**config.mk**
```make
export PLATFORM = sky130hd
export DESIGN_NAME = ce_gen
export DESIGN_NICKNAME = d
export VERILOG_FILES = /design/src/rtl/ce_gen_pkg.sv /design/src/rtl/ce_gen_dcntr.sv /design/src/rtl/ce_gen.sv
export SDC_FILE = /design/constraint.sdc
export NUM_CORES = 1
export LEC_CHECK = 0
export CAP_MARGIN = 10
export CORE_MARGIN = 5
export CORE_UTILIZATION = 51
export CTS_BUF_LIST = sky130_fd_sc_hd__clkbuf_8
export DETAILED_ROUTE_END_ITERATION = 6
export GPL_ROUTABILITY_DRIVEN = 0
export PLACE_DENSITY = 0.8
export SYNTH_ARGS = -nofsm -noshare
export SYNTH_HDL_FRONTEND = slang
export SYNTH_HIERARCHICAL = 1
export SYNTH_SLANG_ARGS = --single-unit
export TNS_END_PERCENT = 30
```
**constraint.sdc**
```tcl
create_clock -name clk -period 3.7 [get_ports clk]
set_clock_uncertainty 0.15 [all_clocks]
set_input_delay 0.555 -clock clk [delete_from_list [all_inputs] [get_ports clk]]
set_output_delay 0.555 -clock clk [all_outputs]
set_load 0.005 [all_outputs]
```
**src/rtl/ce_gen_pkg.sv**
```systemverilog
// Shared definitions for the clock-enable generator: state encodings and default width.
package ce_gen_pkg;

  localparam int CE_WIDTH_DEFAULT = 8;

  typedef enum logic [1:0] {
    CE_IDLE = 2'd0,
    CE_RUN  = 2'd1,
    CE_SHOT = 2'd2
  } ce_state_e;

endpackage

```
**src/rtl/ce_gen_dcntr.sv**
```systemverilog
// Loadable down-counter with zero flag; load has priority over decrement.
module ce_gen_dcntr
  import ce_gen_pkg::*;
#(
  parameter int WIDTH = CE_WIDTH_DEFAULT
) (
  input  logic             clk,
  input  logic             rst,
  input  logic             ld,
  input  logic [WIDTH-1:0] ld_val,
  input  logic             dec,
  output logic [WIDTH-1:0] q,
  output logic             zero
);

  logic [WIDTH-1:0] count_q;
  logic [WIDTH-1:0] count_d;

  // Decrement is gated at zero so the counter can never wrap.
  always_comb begin
    count_d = count_q;
    if (ld) begin
      count_d = ld_val;
    end else if (dec && (count_q != '0)) begin
      count_d = count_q - WIDTH'(1);
    end
  end

  always_ff @(posedge clk) begin
    if (rst) begin
      count_q <= '0;
    end else begin
      count_q <= count_d;
    end
  end

  assign q    = count_q;
  assign zero = (count_q == '0);

endmodule

```
**src/rtl/ce_gen.sv**
```systemverilog
// Programmable clock-enable generator: one-cycle ce every N+1 clocks, free-run or one-shot.
module ce_gen
  import ce_gen_pkg::*;
#(
  parameter int WIDTH = CE_WIDTH_DEFAULT
) (
  input  logic             clk,
  input  logic             rst,
  input  logic             div_we,
  input  logic [WIDTH-1:0] div_in,
  input  logic             start,
  input  logic             stop,
  input  logic             oneshot,
  output logic             ce,
  output logic             busy,
  output logic [WIDTH-1:0] count
);

  ce_state_e        state_q;
  ce_state_e        state_d;
  logic [WIDTH-1:0] div_q;
  logic [WIDTH-1:0] ld_val;
  logic             cnt_ld;
  logic             cnt_dec;
  logic             cnt_zero;
  logic [WIDTH-1:0] cnt_q;

  // A divider write on the same edge as a start or reload takes effect immediately.
  assign ld_val = div_we ? div_in : div_q;

  always_ff @(posedge clk) begin
    if (rst) begin
      div_q <= '1;
    end else if (div_we) begin
      div_q <= div_in;
    end
  end

  always_comb begin
    state_d = state_q;
    cnt_ld  = 1'b0;
    cnt_dec = 1'b0;
    if (stop) begin
      state_d = CE_IDLE;
    end else if (start) begin
      cnt_ld  = 1'b1;
      state_d = oneshot ? CE_SHOT : CE_RUN;
    end else begin
      case (state_q)
        CE_IDLE: ;
        CE_RUN: begin
          if (cnt_zero) begin
            cnt_ld = 1'b1;
          end else begin
            cnt_dec = 1'b1;
          end
        end
        CE_SHOT: begin
          if (cnt_zero) begin
            state_d = CE_IDLE;
          end else begin
            cnt_dec = 1'b1;
          end
        end
        default: state_d = CE_IDLE;
      endcase
    end
  end

  always_ff @(posedge clk) begin
    if (rst) begin
      state_q <= CE_IDLE;
    end else begin
      state_q <= state_d;
    end
  end

  ce_gen_dcntr #(
    .WIDTH(WIDTH)
  ) u_dcntr (
    .clk   (clk),
    .rst   (rst),
    .ld    (cnt_ld),
    .ld_val(ld_val),
    .dec   (cnt_dec),
    .q     (cnt_q),
    .zero  (cnt_zero)
  );

  // Outputs come straight from registers so ce has no input-to-output path.
  assign busy  = (state_q != CE_IDLE);
  assign ce    = busy && cnt_zero;
  assign count = cnt_q;

endmodule

```
==> metrics.txt, run 1 <==
clock slew at reported path FFs=0.07 ns; Top FF cell, synth=dfxtp_1; diode count=0; cell taking the most area after synthesis=dfxtp_1; TritonRoute pass-1 iters=4; Worst Hold Class=flop to flop; setup_tns=0 ns; initial DRC count=14; antenna viol nets, final=0; area of the multi-input gates=608.1 sq um; mean post-synth cell area=9.736 sq um; io pins=24; Syn Inst Count=105; Max Freq=328.8 MHz; gr ovfl total=0; Worst Path Max Fanout=7; fin. max-slew vios=0; Routed wire per std cell=13.60 um; highest metal used=met4; Netlist cell types=36; Root Buffer=clkbuf_8; non-filler cells, final=157; Mapped Area=0.001022 sq mm; clk_lat worst skew=0.25 ns; Area Overhead vs Synth=30.72%; Max clock buf depth=2; Final #Nets=150; Yosys reg bits=18; critical setup path kind=flop to primary output; min cycle time layout=3.042 ns; Crit path required time=2.99 ns; site row count=16; Fin. Hold Viols=0; peak supply drop=0.0002375 V; post_cts resized=0; fraction of layout cells with a size suffix above 1=0.1692; post-CTS setup buffers=0; slew margin rel.=0.5474; Seq/Total Area, Yosys=0.3525; Syn. warnings=6; maxcap violations=0; wire length on met2=1.017 mm; Worst setup SP type=flop; CTS buffer count=3; TritonCTS clock tree=done; Reg area=360.3 sq um; top cells by area, synth=dfxtp_1, mux2_4, ha_1, or2_1, a21oi_1; Pwr per Cell Area=364.7 mW/mm^2; post-cts hold buffer count=0; # fillers=162; CP Data Arrival Time=2.34 ns; share of the synthesized area in the top cell type=0.3525; number of synthesized flops with an enable pin=0; clock sinks=18; placed cells=153; # setup viols final=0; DR vias=858; wire length on met1=1.009 mm; largest net degree at the start of global routing=23; ys async rst share=0; Post-Route WL=2.135 mm; initial core utilization=0.5264; metal3 WL=81 um; Via density=5.465; post-DP HPWL=1.549 mm; status=finished clean; core footprint=0.001942 sq mm; die height=54.77 um; Port Buf Inserts=23; Die Width=54.77 um; Post-route DRC=0; vias in the first global route=810; crit end category=primary output; RSZ-0062 raised after global routing=no; leak pwr=0.5053 nW; Syn Nets=124; H-tree Lvls=1; GRT Overall Usage=0.1671; initial antenna violation count=0; first-pass GRT wire length=3.567 mm; DIE AREA=0.003000 sq mm; worst-margin pin slew=0.6767 ns; Period Utilization, post-route=0.8221
-- worst paths after layout --
check                              end                       from  depth (start not counted)  slack [ns]
max                                 ce  u_dcntr/q[2]$_SDFFE_PP0P_                          5        0.66
min          u_dcntr/q[5]$_SDFFE_PP0P_  u_dcntr/q[5]$_SDFFE_PP0P_                          2        0.38
max reg2reg  u_dcntr/q[7]$_SDFFE_PP0P_  u_dcntr/q[1]$_SDFFE_PP0P_                         10        1.01
min reg2reg  u_dcntr/q[5]$_SDFFE_PP0P_  u_dcntr/q[5]$_SDFFE_PP0P_                          2        0.38
-- flip-flops by register name, indices dropped and copies added, names as in the netlist --
register   cells
u_dcntr/q      8
div_q          8
state_q        2
-- metal layers --
metal	vias up	track usage
met5	-	0
met4	0	0.08714
met3	4	0.03815
met2	20	0.2539
met1	404	0.2175
li1	430	-
-- stage by stage --
step / setup slack, ns / instance area, sq um / hold slack [ns] / power, W / utilization
after global routing: 0.5621 / 1336 / 0.4379 / 0.0005158 / 0.6881
after detailed placement: 0.8963 / 1281 / 0.3734 / 0.0003280 / 0.6598
final: 0.6584 / 1336 / 0.3842 / 0.0004874 / 0.6881
after floorplan: 0.8904 / 1022 / 0.3571 / 0.0002849 / -
after CTS: 0.6634 / 1336 / 0.3874 / 0.0004928 / 0.6881
after global placement: 0.9326 / 1281 / 0.3695 / 0.0003255 / 0.6598
-- placed cells by master, fill, tap and decap left out, drive strengths merged, types with 3 or more instances in the layout --
cell           netlist  layout
inv                  8       8
nor2                 8       8
or2                  8       8
a21oi                6       6
a211oi               3       3
clkbuf               1       4
nor3b                3       3
o21ai                4       4
nand2                3       3
xnor2                3       3
ha                   5       5
clkdlybuf4s50        0      23
dfxtp               18      18
or4                  7       7
mux2                 8       8
-- synth_stat cells, types with 2 or more instances --
cell      count
a211oi_1      2
a21oi_1       6
a311oi_1      2
dfxtp_1      18
ha_1          5
inv_1         8
mux2_4        8
nand2_1       3
nor2_1        8
nor3b_1       3
o21ai_0       3
or2_1         8
or3_2         2
or4_1         4
or4_2         2
xnor2_1       3
-- kinds of logic after synthesis --
| logic type | count (synthesis) | share of synthesized area |
|---|---|---|
| multiplexers | 9 | 0.1273 |
| adder cells (fa/ha/maj) | 5 | 0.06120 |
| buffers and inverters | 13 | 0.05262 |
| flip-flops | 18 | 0.3525 |
| XOR/XNOR | 3 | 0.02571 |
| AND/OR/NAND/NOR | 37 | 0.2301 |
| AO/OA/AOI/OAI | 20 | 0.1506 |
-- report_power, final --
group	internal, W	switching [W]	total, W
registers	0.000206	0.0000112	0.000218
logic	0.0000613	0.0000456	0.000107
clock network	0.0000946	0.0000682	0.000163
-- area by class of cell --
type,count,area share
Timing Repair Buffer,25,0.1835
Inverter,9,0.02528
Clock buffer,4,0.04120
Tap cell,27,0.02528
Sequential cell,18,0.2697
Multi-Input combinational cell,74,0.4551
-- critical path: stages, from the launching register on --
cell and delay [ns]:
dfxtp_1 0.37, or4_4 0.59, nor4_1 0.38, inv_1 0.12, nor2_1 0.12, clkdlybuf4s50_1 0.50
No activity file was read; power rests on OpenSTA's default activity.
==> run 2, diff against run 1 <==
--- a/config.mk
+++ b/config.mk
@@ -6,12 +6,13 @@
 export NUM_CORES = 1
 export LEC_CHECK = 0
 export CAP_MARGIN = 10
+export CORE_ASPECT_RATIO = 0.6
 export CORE_MARGIN = 5
-export CORE_UTILIZATION = 51
+export CORE_UTILIZATION = 46
 export CTS_BUF_LIST = sky130_fd_sc_hd__clkbuf_8
 export DETAILED_ROUTE_END_ITERATION = 6
 export GPL_ROUTABILITY_DRIVEN = 0
-export PLACE_DENSITY = 0.8
+export PLACE_DENSITY = 0.77
 export SYNTH_ARGS = -nofsm -noshare
 export SYNTH_HDL_FRONTEND = slang
 export SYNTH_HIERARCHICAL = 1
==> constraint.sdc (replaced) <==
create_clock -name clk -period 2.6 [get_ports clk]
set_clock_uncertainty 0.15 [all_clocks]
set_input_delay 0.39 -clock clk [delete_from_list [all_inputs] [get_ports clk]]
set_output_delay 0.39 -clock clk [all_outputs]
set_load 0.005 [all_outputs]
==> run 2 against run 1 <==
- worst setup slack worse by 0.59 ns
- global-route usage is 0.51 points higher
- clock power is 17% higher
- cell count is 8.9% higher
- die area is 9.9% higher
- non-clock buffer count is 12 higher
- register-to-register slack worse by 0.94 ns
- critical path depth is 5 higher
- core utilization is 1.1 points lower
- critical endpoint is now u_dcntr/q[7]$_SDFFE_PP0P_
==> metrics.txt, run 2 (synthesis results as in run 1) <==
initial DRC count=44 (+30); Buf/Inv on CP=3 (+1); fraction of layout cells with a size suffix above 1=0.2553 (+0.08609); Area Overhead vs Synth=42.23%; TritonCTS clock tree=done; Post-route DRC=0 (unchanged); fin. max-slew vios=0 (unchanged); Period Utilization, post-route=0.9718; Worst Path Max Fanout=3 (-4); Max stage delay on crit path=0.53 ns (-0.06 ns); largest net degree at the start of global routing=19 (-17%); Max clock buf depth=2 (unchanged); clock slew at reported path FFs=0.07 ns (about the same); clk_lat worst skew=0.25 ns (about the same); Via density=5.485 (+0.37%); leak pwr=0.5843 nW (+16%); Pwr per Cell Area=477.9 mW/mm^2 (+31%); Fin. Hold Viols=0 (unchanged); first-pass GRT wire length=4.298 mm (+20%); Worst setup SP type=flop; gr ovfl total=0 (unchanged); core footprint=0.002147 sq mm (+11%); Setup WS pre-CTS=-0.08983 ns (-0.9861 ns); crit end category=flop; commonest non-fill, non-tap cell in the layout=clkdlybuf4s50_1; H-tree Lvls=1 (unchanged); Worst Hold Class=flop to flop; Routed wire per std cell=15.81 um (+16%); worst-path cell chain=inv_1 -> ha_1 -> inv_1 -> nor4_4 -> buf_4 -> nor4b_4 -> or3b_2 -> nor3_2 -> mux2i_1 -> a211oi_1; antenna viol nets, final=0 (unchanged); initial core utilization=0.4761 (-0.05031); Die Width=70.86 um (+29%); CTS buffer count=3 (unchanged); commonest non-fill, non-tap cells in the layout=clkdlybuf4s50_1, dfxtp_1, buf_4; Worst path slowest cell=or3b_2; CP Data Arrival Time=2.51 ns (+0.17 ns); TritonRoute pass-1 iters=4 (unchanged); fin worst setup slack=0.07326 ns (-0.5851 ns); slew margin rel.=0.6452 (+0.09779); post-cts hold buffer count=0 (unchanged); RSZ-0062 raised after global routing=no; maxcap violations=0 (unchanged); DR vias=938 (+9.3%); min cycle time layout=2.527 ns; diode count=0 (unchanged); DIE AREA=0.003296 sq mm (+9.9%); peak supply drop=0.0002633 V (+11%); CP top delay family=simple AND/OR/NAND/NOR gates; post-DP HPWL=1.954 mm (+26%); io pins=24 (unchanged); die height=46.52 um (-15%); status=finished clean; site row count=13 (-3); Port Buf Inserts=23 (unchanged); GRT Overall Usage=0.1723 (+0.005146); critical setup path kind=flop to flop; Crit path required time=2.58 ns (-0.41 ns); most used cell, CP=inv_1; Root Buffer=clkbuf_8; Post-Route WL=2.703 mm (+27%); Max Freq=395.8 MHz; vias in the first global route=929 (+15%); worst-margin pin slew=0.5305 ns (-0.1462 ns); clock sinks=18 (unchanged); final core area utilization=0.6772 (-0.01099); # setup viols final=0 (unchanged); Final #Nets=162 (+8.0%); initial antenna violation count=0 (unchanged)
## run 2: path summary, 6_finish.rpt
kind,startpoint,to,slack [ns],cells after the start
setup / recovery,u_dcntr/q[0]$_SDFFE_PP0P_,u_dcntr/q[7]$_SDFFE_PP0P_,0.07,10
setup reg to reg,u_dcntr/q[0]$_SDFFE_PP0P_,u_dcntr/q[7]$_SDFFE_PP0P_,0.07,10
hold / removal,u_dcntr/q[5]$_SDFFE_PP0P_,u_dcntr/q[5]$_SDFFE_PP0P_,0.38,2
hold reg to reg,u_dcntr/q[5]$_SDFFE_PP0P_,u_dcntr/q[5]$_SDFFE_PP0P_,0.38,2
## run 2: timing repair
action,in CTS,in global routing
gates resized for setup,2,3
buffers inserted,0,2
setup endpoints to repair,2,4
pin swaps,0,3
## run 2: routing by layer
metal | GRT usage | vias up | share of wire | routed length, um
met5 | 0 | - | 0 | 0
met4 | 0.05243 | 0 | 0.013 | 36
met3 | 0.06100 | 6 | 0.043 | 115
met2 | 0.3057 | 25 | 0.50 | 1351
met1 | 0.2000 | 455 | 0.44 | 1200
li1 | - | 452 | - | -
## run 2: tightest hold or removal path, cell delays in order (launching register included)
cell and delay, ns:
dfxtp_1 0.33, o31ai_1 0.07, a311oi_1 0.08
## run 2: area by class of cell
class / count / area [sq um]
clock buffers: 3 / 41.29
flip-flops and latches: 18 / 360.3
fillers: 176 / 693.2
well taps: 30 / 37.54
multi-input cells: 74 / 643.1
inverters: 9 / 33.78
repair buffers: 37 / 337.8
## run 2: through the flow
step	area, sq um	std cells	power, W	hold WS (ns)	TNS, ns
global placement	1366	166	0.0004845	0.3762	0
finish	1454	171	0.0006948	0.3765	0
floorplan	1028	105	0.0004061	0.3571	0
CTS	1423	169	0.0006864	0.3794	-0.04236
detailed placement	1366	166	0.0004907	0.3705	-0.08983
global route	1454	171	0.0007289	0.4034	0
## run 2: power breakdown
part / total (W) / internal (W) / switching, W / leakage [nW]
registers: 0.000307 / 0.000294 / 0.0000132 / 0.149
clock network: 0.000190 / 0.000103 / 0.0000875 / 0.0216
logic: 0.000197 / 0.000110 / 0.0000870 / 0.414
total: 0.000695 / 0.000507 / 0.000188 / 0.584
==> run 3, diff against run 2 <==
--- a/config.mk
+++ b/config.mk
@@ -10,9 +10,11 @@
 export CORE_MARGIN = 5
 export CORE_UTILIZATION = 46
 export CTS_BUF_LIST = sky130_fd_sc_hd__clkbuf_8
+export CTS_CLUSTER_DIAMETER = 120
 export DETAILED_ROUTE_END_ITERATION = 6
 export GPL_ROUTABILITY_DRIVEN = 0
 export PLACE_DENSITY = 0.77
+export SETUP_SLACK_MARGIN = 0.2
 export SYNTH_ARGS = -nofsm -noshare
 export SYNTH_HDL_FRONTEND = slang
 export SYNTH_HIERARCHICAL = 1
==> constraint.sdc (replaced) <==
create_clock -name clk -period 2.6 [get_ports clk]
set_clock_uncertainty 0.15 [all_clocks]
set_input_delay 0.39 -clock clk [delete_from_list [all_inputs] [get_ports clk]]
set_output_delay 0.39 -clock clk [all_outputs]
set_load 0.1 [all_outputs]
==> run 3 against run 2 <==
- first-iteration DRC count is 36% higher
- global-route usage decreased by 0.75 points
- flip-flop and latch count stayed put
- via count fell by 3.0%
- sequential power rose by 2%
- die area is the same
- sequential share of layout area rose by 1.3 points
- cell count down 1.2%
- design area increased by 1.6%
- clock-buffer cell count unchanged
- combinational power up 39%
- fmax increased by 3.8%
- critical endpoint is now ce
==> metrics.txt, run 3 (synthesis results as in run 1) <==
first-pass GRT wire length=4.229 mm (-1.6%); worst-margin pin slew=0.5859 ns (+0.05546 ns); Worst setup SP type=flop; slew margin rel.=0.6082 (-0.03709); Routed wire per std cell=15.62 um (-1.2%); Area Overhead vs Synth=44.55%; diode count=0 (unchanged); Worst path slowest cell=or4_4; Final Total Pwr=0.0007905 W (+14%); Worst Hold Class=flop to flop; Port Buf Inserts=23 (unchanged); CTS buffer count=3 (unchanged); post-DP HPWL=1.940 mm (-0.69%); vias in the first global route=841 (-9.5%); initial core utilization=0.4761 (unchanged); io pins=24 (unchanged); Period Utilization, post-route=0.9366 (-0.03522); initial DRC count=60 (+36%); commonest non-fill, non-tap cells in the layout=buf_4, clkdlybuf4s50_1, dfxtp_1; grt met1 use=0.2132 (+0.01318); clock slew at reported path FFs=0.07 ns (about the same); Max Freq=410.6 MHz (+3.8%); Via density=5.385 (-1.8%); clock sinks=18 (unchanged); antenna viol nets, final=0 (unchanged); Buf/Inv on CP=2 (-1); Setup WS pre-CTS=0.009661 ns (+0.09949 ns); GRT busiest layer=met2; largest net degree at the start of global routing=18 (-1); RSZ-0062 raised after global routing=yes; CP top delay family=simple AND/OR/NAND/NOR gates; status=finished clean; Clock Power Share=0.256 (-0.018); grt met2 use=0.2781 (-0.02762); TritonCTS clock tree=done; Post-Route WL=2.640 mm (-2.3%); core footprint=0.002147 sq mm (unchanged); DIE AREA=0.003296 sq mm (unchanged); H-tree Lvls=1 (unchanged); Fin. Hold Viols=0 (unchanged); Max clock buf depth=2 (unchanged); DR vias=910 (-3.0%); Sw Share=0.3594 (+0.08918); worst-path cell chain=or4_4 -> nor4_4 -> inv_2 -> nor2_4 -> buf_12; leak pwr=0.5767 nW (-1.3%); maxcap violations=0 (unchanged); fin. max-slew vios=0 (unchanged); commonest non-fill, non-tap cell in the layout=buf_4; critical setup path kind=flop to primary output; Worst Path Max Fanout=4 (+1); gr ovfl total=0 (unchanged); fin worst setup slack=0.1648 ns (+0.09156 ns); Max stage delay on crit path=0.57 ns (+0.04 ns); fraction of layout cells with a size suffix above 1=0.4317 (+0.1763); Sequential Power Share=0.397 (-0.045); post-cts hold buffer count=0 (unchanged); peak supply drop=0.0003048 V (+16%); GR Util met3=0.05447 (-0.006536); TritonRoute pass-1 iters=4 (unchanged); Post-route DRC=0 (unchanged); Comb pwr share=0.347 (+0.063); internal cell power=0.0005064 W (-0.14%); Pwr per Cell Area=535.0 mW/mm^2 (+12%); # setup viols final=0 (unchanged); Die Width=70.86 um (unchanged); clk_lat worst skew=0.26 ns (about the same); setup_tns=0 ns (unchanged); Crit path required time=2.06 ns (-0.52 ns); site row count=13 (unchanged); CP Data Arrival Time=1.90 ns (-0.61 ns); GRT Overall Usage=0.1648 (-0.007516); final core area utilization=0.6882 (+0.01107); initial antenna violation count=0 (unchanged); crit end category=primary output; Root Buffer=clkbuf_8; Final #Nets=159 (-1.9%); Sw Pwr=0.0002841 W (+51%); min cycle time layout=2.435 ns (-0.09156 ns); die height=46.52 um (unchanged)
[run 3: worst register-to-register path: cells and delay by family, from the launching register on]
family / cells / cell delay [ns]
AO/OA/AOI/OAI: 3 / 0.44
buffers and inverters: 2 / 0.38
flip-flops: 1 / 0.36
AND/OR/NAND/NOR: 3 / 0.95
[run 3: final timing paths]
check / from / to / slack (ns) / cells after the start
setup / recovery: u_dcntr/q[5]$_SDFFE_PP0P_ / ce / 0.16 / 5
hold / removal: u_dcntr/q[5]$_SDFFE_PP0P_ / u_dcntr/q[5]$_SDFFE_PP0P_ / 0.40 / 2
setup reg to reg: u_dcntr/q[5]$_SDFFE_PP0P_ / u_dcntr/q[5]$_SDFFE_PP0P_ / 0.22 / 8
hold reg to reg: u_dcntr/q[5]$_SDFFE_PP0P_ / u_dcntr/q[5]$_SDFFE_PP0P_ / 0.40 / 2
[run 3: what timing repair did]
item,CTS,global route
endpoints found under the setup margin,1,9
pin swaps,5,2
buffers inserted,5,3
endpoints found under the hold margin,0,0
resized for setup,2,2
[run 3: per-layer routing]
layer	share of wire	vias up
met5	0	-
met4	0.0072	0
met3	0.047	2
met2	0.48	26
met1	0.47	432
li1	-	450
[run 3: power by group through the flow]
stage               clock network (W)  logic (W)  registers, W
floorplan                           0   0.000116      0.000385
global placement                    0   0.000244      0.000318
detailed placement                  0   0.000249      0.000320
CTS                          0.000207   0.000263      0.000315
global route                 0.000217   0.000289      0.000316
finish                       0.000202   0.000274      0.000314
[run 3: stage by stage]
stage,hold WS (ns),cells,area (sq um)
global placement,0.3665,157,1356
global route,0.4222,169,1478
CTS,0.3935,166,1448
finish,0.3964,169,1478
detailed placement,0.3841,157,1356
floorplan,0.3572,105,1100
[run 3: layout make-up]
class                   instances  area (sq um)
well taps                      30         37.54
clock inverters                 1         3.754
fillers                       182         669.4
clock buffers                   3         41.29
multi-input cells              74         669.4
repair buffers                 34         300.3
flip-flops and latches         18         385.4
inverters                       9         40.04
